==> src/rtl/info_packet_state_pkg.sv <==
// Shared HDMI auxiliary-packet definitions: slot selection encoding and the
// priority pick used by the packet scheduler and the data encoder.
package info_packet_state_pkg;

    typedef logic [1:0] pkt_sel_t;

    localparam pkt_sel_t SEL_NONE  = 2'd0;
    localparam pkt_sel_t SEL_REGEN = 2'd1;
    localparam pkt_sel_t SEL_AVI   = 2'd2;
    localparam pkt_sel_t SEL_AINFO = 2'd3;

    // Clock regeneration outranks the infoframes: sinks lose audio lock fastest.
    function automatic pkt_sel_t pick_sel(input logic regen, input logic avi, input logic ainfo);
        if (regen)      return SEL_REGEN;
        else if (avi)   return SEL_AVI;
        else if (ainfo) return SEL_AINFO;
        else            return SEL_NONE;
    endfunction

endpackage

==> src/rtl/info_packet_state.sv <==
// Chooses which auxiliary packet the data-island encoder loads next and holds
// that choice until the encoder reports it transmitted.
module info_packet_state
    import info_packet_state_pkg::*;
(
    input  logic i_pixclk,
    input  logic i_reset,
    input  logic i_start_of_frame,
    input  logic i_audio_regen_needed,
    input  logic i_packet_sent,
    output logic o_audio_regen,
    output logic o_audio_info,
    output logic o_video_info,
    output logic o_packet_needed
);

    logic     regen_p;
    logic     avi_p;
    logic     ainfo_p;
    pkt_sel_t sel;

    logic done_regen;
    logic done_avi;
    logic done_ainfo;

    assign done_regen = i_packet_sent && (sel == SEL_REGEN);
    assign done_avi   = i_packet_sent && (sel == SEL_AVI);
    assign done_ainfo = i_packet_sent && (sel == SEL_AINFO);

    // A new request in the same cycle as completion keeps the flag set, so the
    // type is served again rather than silently dropped.
    always_ff @(posedge i_pixclk) begin
        if (i_reset) begin
            regen_p <= 1'b0;
            avi_p   <= 1'b0;
            ainfo_p <= 1'b0;
            sel     <= SEL_NONE;
        end else begin
            regen_p <= i_audio_regen_needed | (regen_p & ~done_regen);
            avi_p   <= i_start_of_frame     | (avi_p   & ~done_avi);
            ainfo_p <= i_start_of_frame     | (ainfo_p & ~done_ainfo);
            if (sel == SEL_NONE)
                sel <= pick_sel(regen_p, avi_p, ainfo_p);
            else if (i_packet_sent)
                sel <= SEL_NONE;
        end
    end

    assign o_audio_regen   = (sel == SEL_REGEN);
    assign o_video_info    = (sel == SEL_AVI);
    assign o_audio_info    = (sel == SEL_AINFO);
    assign o_packet_needed = (sel != SEL_NONE);

endmodule

==> config.mk <==
export PLATFORM = sky130hd
export DESIGN_NAME = info_packet_state
export DESIGN_NICKNAME = d
export VERILOG_FILES = /design/src/rtl/info_packet_state_pkg.sv /design/src/rtl/info_packet_state.sv
export SDC_FILE = /design/constraint.sdc
export NUM_CORES = 1
export LEC_CHECK = 0
export ABC_AREA = 0
export CAP_MARGIN = 10
export CELL_PAD_IN_SITES_DETAIL_PLACEMENT = 1
export CELL_PAD_IN_SITES_GLOBAL_PLACEMENT = 2
export CORE_AREA = 2 2 39 41
export DETAILED_ROUTE_END_ITERATION = 10
export DIE_AREA = 0 0 41 43
export PLACE_DENSITY = 0.59
export SLEW_MARGIN = 15
export SYNTH_ARGS = -nofsm -noshare
export SYNTH_HDL_FRONTEND = slang
export SYNTH_SLANG_ARGS = --single-unit
export TNS_END_PERCENT = 50
==> constraint.sdc <==
create_clock -name i_pixclk -period 2.6 [get_ports i_pixclk]
set_input_delay 0.52 -clock i_pixclk [delete_from_list [all_inputs] [get_ports i_pixclk]]
set_output_delay 0.52 -clock i_pixclk [all_outputs]
set_load 0.02 [all_outputs]
==> flow_summary.html <==
<table>
<tr><th>Metric</th><th>Value</th></tr>
<tr><th colspan="2">Place</th></tr>
<tr><td>PortBufs</td><td>8</td></tr>
<tr><td>Post-placement worst setup slack</td><td>0.860 ns</td></tr>
<tr><td>Instance area at placement</td><td>333 sq um</td></tr>
<tr><td>Placed Instances</td><td>49</td></tr>
<tr><td>Routability congestion estimate from global placement</td><td>0.704</td></tr>
<tr><th colspan="2">Worst setup path</th></tr>
<tr><td>CP max stage cell</td><td>sky130_fd_sc_hd__clkdlybuf4s50_1</td></tr>
<tr><td>Critical path endpoint</td><td>o_video_info</td></tr>
<tr><td>Internal reg-to-reg setup slack</td><td>1.64 ns</td></tr>
<tr><td>Critical path endpoint category</td><td>output pin</td></tr>
<tr><td>Startpoint types</td><td>flop</td></tr>
<tr><td>Classification of the worst setup path</td><td>reg -&gt; out</td></tr>
<tr><td>Startpoint of the most critical setup path</td><td>sel[1]</td></tr>
<tr><td>Data arrival at the endpoint of the critical path</td><td>1.47 ns</td></tr>
<tr><td>CP max stage delay</td><td>0.62 ns</td></tr>
<tr><td>CP Depth</td><td>2</td></tr>
<tr><td>CP Cell Sequence</td><td>nor2b_1 -&gt; clkdlybuf4s50_1</td></tr>
<tr><td>Startpoint of the most critical register-to-register path</td><td>sel[0]</td></tr>
<tr><td>Gate family responsible for the most delay along the worst path</td><td>buffers and inverters</td></tr>
<tr><td>Crit Path Max Fanout</td><td>7</td></tr>
<tr><td>R2r worst-path depth</td><td>2</td></tr>
<tr><td>Worst path buffer plus inverter count</td><td>1</td></tr>
<tr><td>Data required time at the worst endpoint</td><td>2.08 ns</td></tr>
<tr><td>Endpoint of the worst-slack reg-to-reg timing path</td><td>sel[0]</td></tr>
<tr><th colspan="2">Global routing</th></tr>
<tr><td>Antenna violations before repair</td><td>0</td></tr>
<tr><td>Pin count of the biggest net entering global routing</td><td>8</td></tr>
<tr><td>Global-route usage over all layers</td><td>8.15%</td></tr>
<tr><td>Vias in the first global route</td><td>218</td></tr>
<tr><td>Leftover overflow at the end of global routing</td><td>0</td></tr>
<tr><td>First-pass GRT wire length</td><td>slightly below 900 um</td></tr>
<tr><th colspan="2">Power</th></tr>
<tr><td>Proportion of power drawn by combinational gates</td><td>24.3%</td></tr>
<tr><td>Leakage</td><td>0.140 nW</td></tr>
<tr><td>Internal power of the cells</td><td>175 uW</td></tr>
<tr><td>Total power of the final layout</td><td>247 uW</td></tr>
<tr><td>Sequential fraction of design power</td><td>a little under two fifths</td></tr>
<tr><td>Clock share of power</td><td>37.5%</td></tr>
<tr><td>Switch share</td><td>~29%</td></tr>
<tr><td>Switching power summed over all nets</td><td>71.2 uW</td></tr>
<tr><td>Peak supply drop</td><td>210 uV</td></tr>
<tr><td>Pwr Density</td><td>687 nW/um^2</td></tr>
<tr><th colspan="2">Floorplan</th></tr>
<tr><td>Initial Utilization</td><td>16.8%</td></tr>
<tr><td>Die Area</td><td>1760 sq um</td></tr>
<tr><td>Width of the die</td><td>41 um</td></tr>
<tr><td>Number of core rows</td><td>14</td></tr>
<tr><td>Top-level I/O count</td><td>9</td></tr>
<tr><td>Height of the die</td><td>43 um</td></tr>
<tr><td>Core area</td><td>1380 sq um</td></tr>
<tr><th colspan="2">Layout</th></tr>
<tr><td>Net count reported at finish</td><td>43</td></tr>
<tr><td>Final core occ</td><td>between 20% and 30%</td></tr>
<tr><td>Diode count</td><td>0</td></tr>
<tr><td>Leading cell type in the layout, fill and taps excluded</td><td>sky130_fd_sc_hd__clkdlybuf4s50_1</td></tr>
<tr><td>Layout cell share with drive strength beyond 1</td><td>16.2%</td></tr>
<tr><td>Post-layout instance count excluding filler cells</td><td>53</td></tr>
<tr><td>Growth of design area from synthesis to finish</td><td>54.3%</td></tr>
<tr><td>Final cell area excluding filler cells</td><td>359 sq um</td></tr>
<tr><td>Leading cell types in the layout, fill and taps excluded</td><td>sky130_fd_sc_hd__clkdlybuf4s50_1 (8), sky130_fd_sc_hd__nor2_1 (5), sky130_fd_sc_hd__dfxtp_1 (5), sky130_fd_sc_hd__clkbuf_4 (3)</td></tr>
<tr><th colspan="2">Synthesis</th></tr>
<tr><td>Average footprint of a synthesized cell</td><td>9.31 sq um</td></tr>
<tr><td>Netlist cell types</td><td>12</td></tr>
<tr><td>Post-synthesis share of cell area spent on xor and xnor gates</td><td>0%</td></tr>
<tr><td>Number of synthesized register bits</td><td>5</td></tr>
<tr><td>Sequential element share of the synthesized area</td><td>43.0%</td></tr>
<tr><td>Area fraction in compound gates after synthesis</td><td>between 20% and 30%</td></tr>
<tr><td>Netlist area before placement</td><td>233 sq um</td></tr>
<tr><td>Share of synthesized area spent on multiplexers</td><td>0%</td></tr>
<tr><td>Warnings, synthesis</td><td>0</td></tr>
<tr><td>Gate count after technology mapping</td><td>25</td></tr>
<tr><td>Adder and majority gate portion of the synthesized area</td><td>0%</td></tr>
<tr><td>Synthesized Nets</td><td>30</td></tr>
<tr><td>Largest family of logic cells by synthesized area</td><td>simple AND/OR/NAND/NOR gates</td></tr>
<tr><td>Simple logic cell fraction of the synthesized area</td><td>29.6%</td></tr>
<tr><th colspan="2">Timing</th></tr>
<tr><td>Max Transition Viols Final</td><td>0</td></tr>
<tr><td>Maximum clock frequency</td><td>just over 0.5 GHz</td></tr>
<tr><td>Max-slew headroom</td><td>82.3%</td></tr>
<tr><td>Total negative slack</td><td>0 ns</td></tr>
<tr><td>Share of the clock period used by the worst path</td><td>76.5%</td></tr>
<tr><td>Final worst slack</td><td>0.611 ns</td></tr>
<tr><td>Final number of setup-violating endpoints</td><td>0</td></tr>
<tr><td>Hold WS</td><td>0.489 ns</td></tr>
<tr><td>Number of hold-slack violations in the final timing report</td><td>0</td></tr>
<tr><td>Slew at the pin closest to its max-slew limit</td><td>between 0.2 and 0.3 ns</td></tr>
<tr><td>Final critical delay including setup and external delays</td><td>slightly below 2 ns</td></tr>
<tr><td>RSZ-0062 raised after global routing</td><td>no</td></tr>
<tr><td>Worst-case clock skew</td><td>0.000435 ns</td></tr>
<tr><th colspan="2">Clock network</th></tr>
<tr><td>TritonCTS buffer count</td><td>3</td></tr>
<tr><td>CTS Sinks</td><td>5</td></tr>
<tr><td>Clock edge transition at the registers on the reported setup and hold paths</td><td>0.04 ns</td></tr>
<tr><td>CTS tree</td><td>yes</td></tr>
<tr><td>Total number of H-tree levels</td><td>1</td></tr>
<tr><td>Clock tree root driver cell</td><td>sky130_fd_sc_hd__clkbuf_4</td></tr>
<tr><td>Number of buffers inserted by hold repair at cts</td><td>0</td></tr>
<tr><td>Clock Path Buffers</td><td>2</td></tr>
<tr><td>Clock latency on the worst-skew pair</td><td>between 0.2 and 0.3 ns</td></tr>
<tr><td>Quantity of gates resized following cts</td><td>0</td></tr>
<tr><td>Post CTS Setup Buffer Count</td><td>0</td></tr>
<tr><th colspan="2">Status</th></tr>
<tr><td>Status</td><td>finished clean</td></tr>
<tr><th colspan="2">Detailed routing</th></tr>
<tr><td>Number of vias per cell after detailed routing</td><td>4.15</td></tr>
<tr><td>Vias post-DR</td><td>between 200 and 250</td></tr>
<tr><td>Detailed router's first-iteration violation count</td><td>2</td></tr>
<tr><td>Drt wl/cell</td><td>roughly 10 um</td></tr>
<tr><td>Final Routed Wirelength</td><td>554 um</td></tr>
<tr><td>Post-DRT Antenna Nets</td><td>0</td></tr>
<tr><td>First-pass DRT Iterations</td><td>2</td></tr>
<tr><td>DRC Markers</td><td>0</td></tr>
<tr><th colspan="2">Job</th></tr>
<tr><td>Max Cap Violations</td><td>0</td></tr>
<tr><th colspan="2">Min path</th></tr>
<tr><td>Hold Startpoint</td><td>regen_p</td></tr>
<tr><td>Path type of the worst min-delay path</td><td>reg -&gt; reg</td></tr>
</table>
==> layout make-up <==
cell class | instances | area [sq um]
repair buffers | 8 | 80.1
well taps | 16 | 20.0
clock buffers | 4 | 26.3
multi-input cells | 18 | 125
inverters | 2 | 7.51
fillers | 167 | 1020
flip-flops and latches | 5 | 100
==> routing by layer <==
layer	track usage [%]	part of all wire, %	up-vias
met5	0	0	-
met4	8.00	3.4	0
met3	4.71	6.7	2
met2	11.9	54	6
met1	7.12	36	99
li1	-	-	113
==> worst min-delay path by stage <==
stage | endpoint | slack [ns] | cells after the start
floorplan | sel[1] | 0.46 | 1
global placement | sel[1] | 0.50 | 1
detailed placement | sel[1] | 0.49 | 1
CTS | sel[1] | 0.50 | 1
global route | sel[1] | 0.51 | 1
finish | sel[1] | 0.49 | 1
==> power by group through the flow <==
stage	Combinational, mW	Clock [mW]	Sequential [mW]
finish	0.0600	0.0925	0.0941
global route	0.0645	0.101	0.0953
CTS	0.0611	0.0964	0.0942
detailed placement	0.0608	0	0.0956
global placement	0.0605	0	0.0949
floorplan	0.0335	0	0.0929
==> state kept, by name, indices dropped and copies added, names as in the netlist <==
name	flops
sel	2
ainfo_p	1
avi_p	1
regen_p	1
==> logic make-up (layout without fill, tap and decap cells) <==
family,Yosys count,in the layout
buffers and inverters,2,14
and+or+nand+nor,12,12
AOI/OAI and AO/OA,6,6
DFF,5,5
==> synth_stat cells <==
master | count | area share [%]
sky130_fd_sc_hd__dfxtp_1 | 5 | 43
sky130_fd_sc_hd__nor2_1 | 5 | 8.1
sky130_fd_sc_hd__a21oi_1 | 2 | 4.3
sky130_fd_sc_hd__a311oi_1 | 2 | 7.5
sky130_fd_sc_hd__inv_1 | 2 | 3.2
sky130_fd_sc_hd__nor2b_1 | 2 | 5.4
sky130_fd_sc_hd__or3b_1 | 2 | 7.5
sky130_fd_sc_hd__and2_1 | 1 | 2.7
sky130_fd_sc_hd__nand3_1 | 1 | 2.1
sky130_fd_sc_hd__o31ai_2 | 1 | 5.4
sky130_fd_sc_hd__o41ai_2 | 1 | 7.0
sky130_fd_sc_hd__or2_4 | 1 | 3.8
==> worst reg2reg max path, delay by kind of cell, from the launching register on <==
kind	cells	cell delay, ns
AOI/OAI and AO/OA	1	0.07
DFF	1	0.42
and+or+nand+nor	1	0.38
Note: power is estimated with default switching activity, not from simulation.
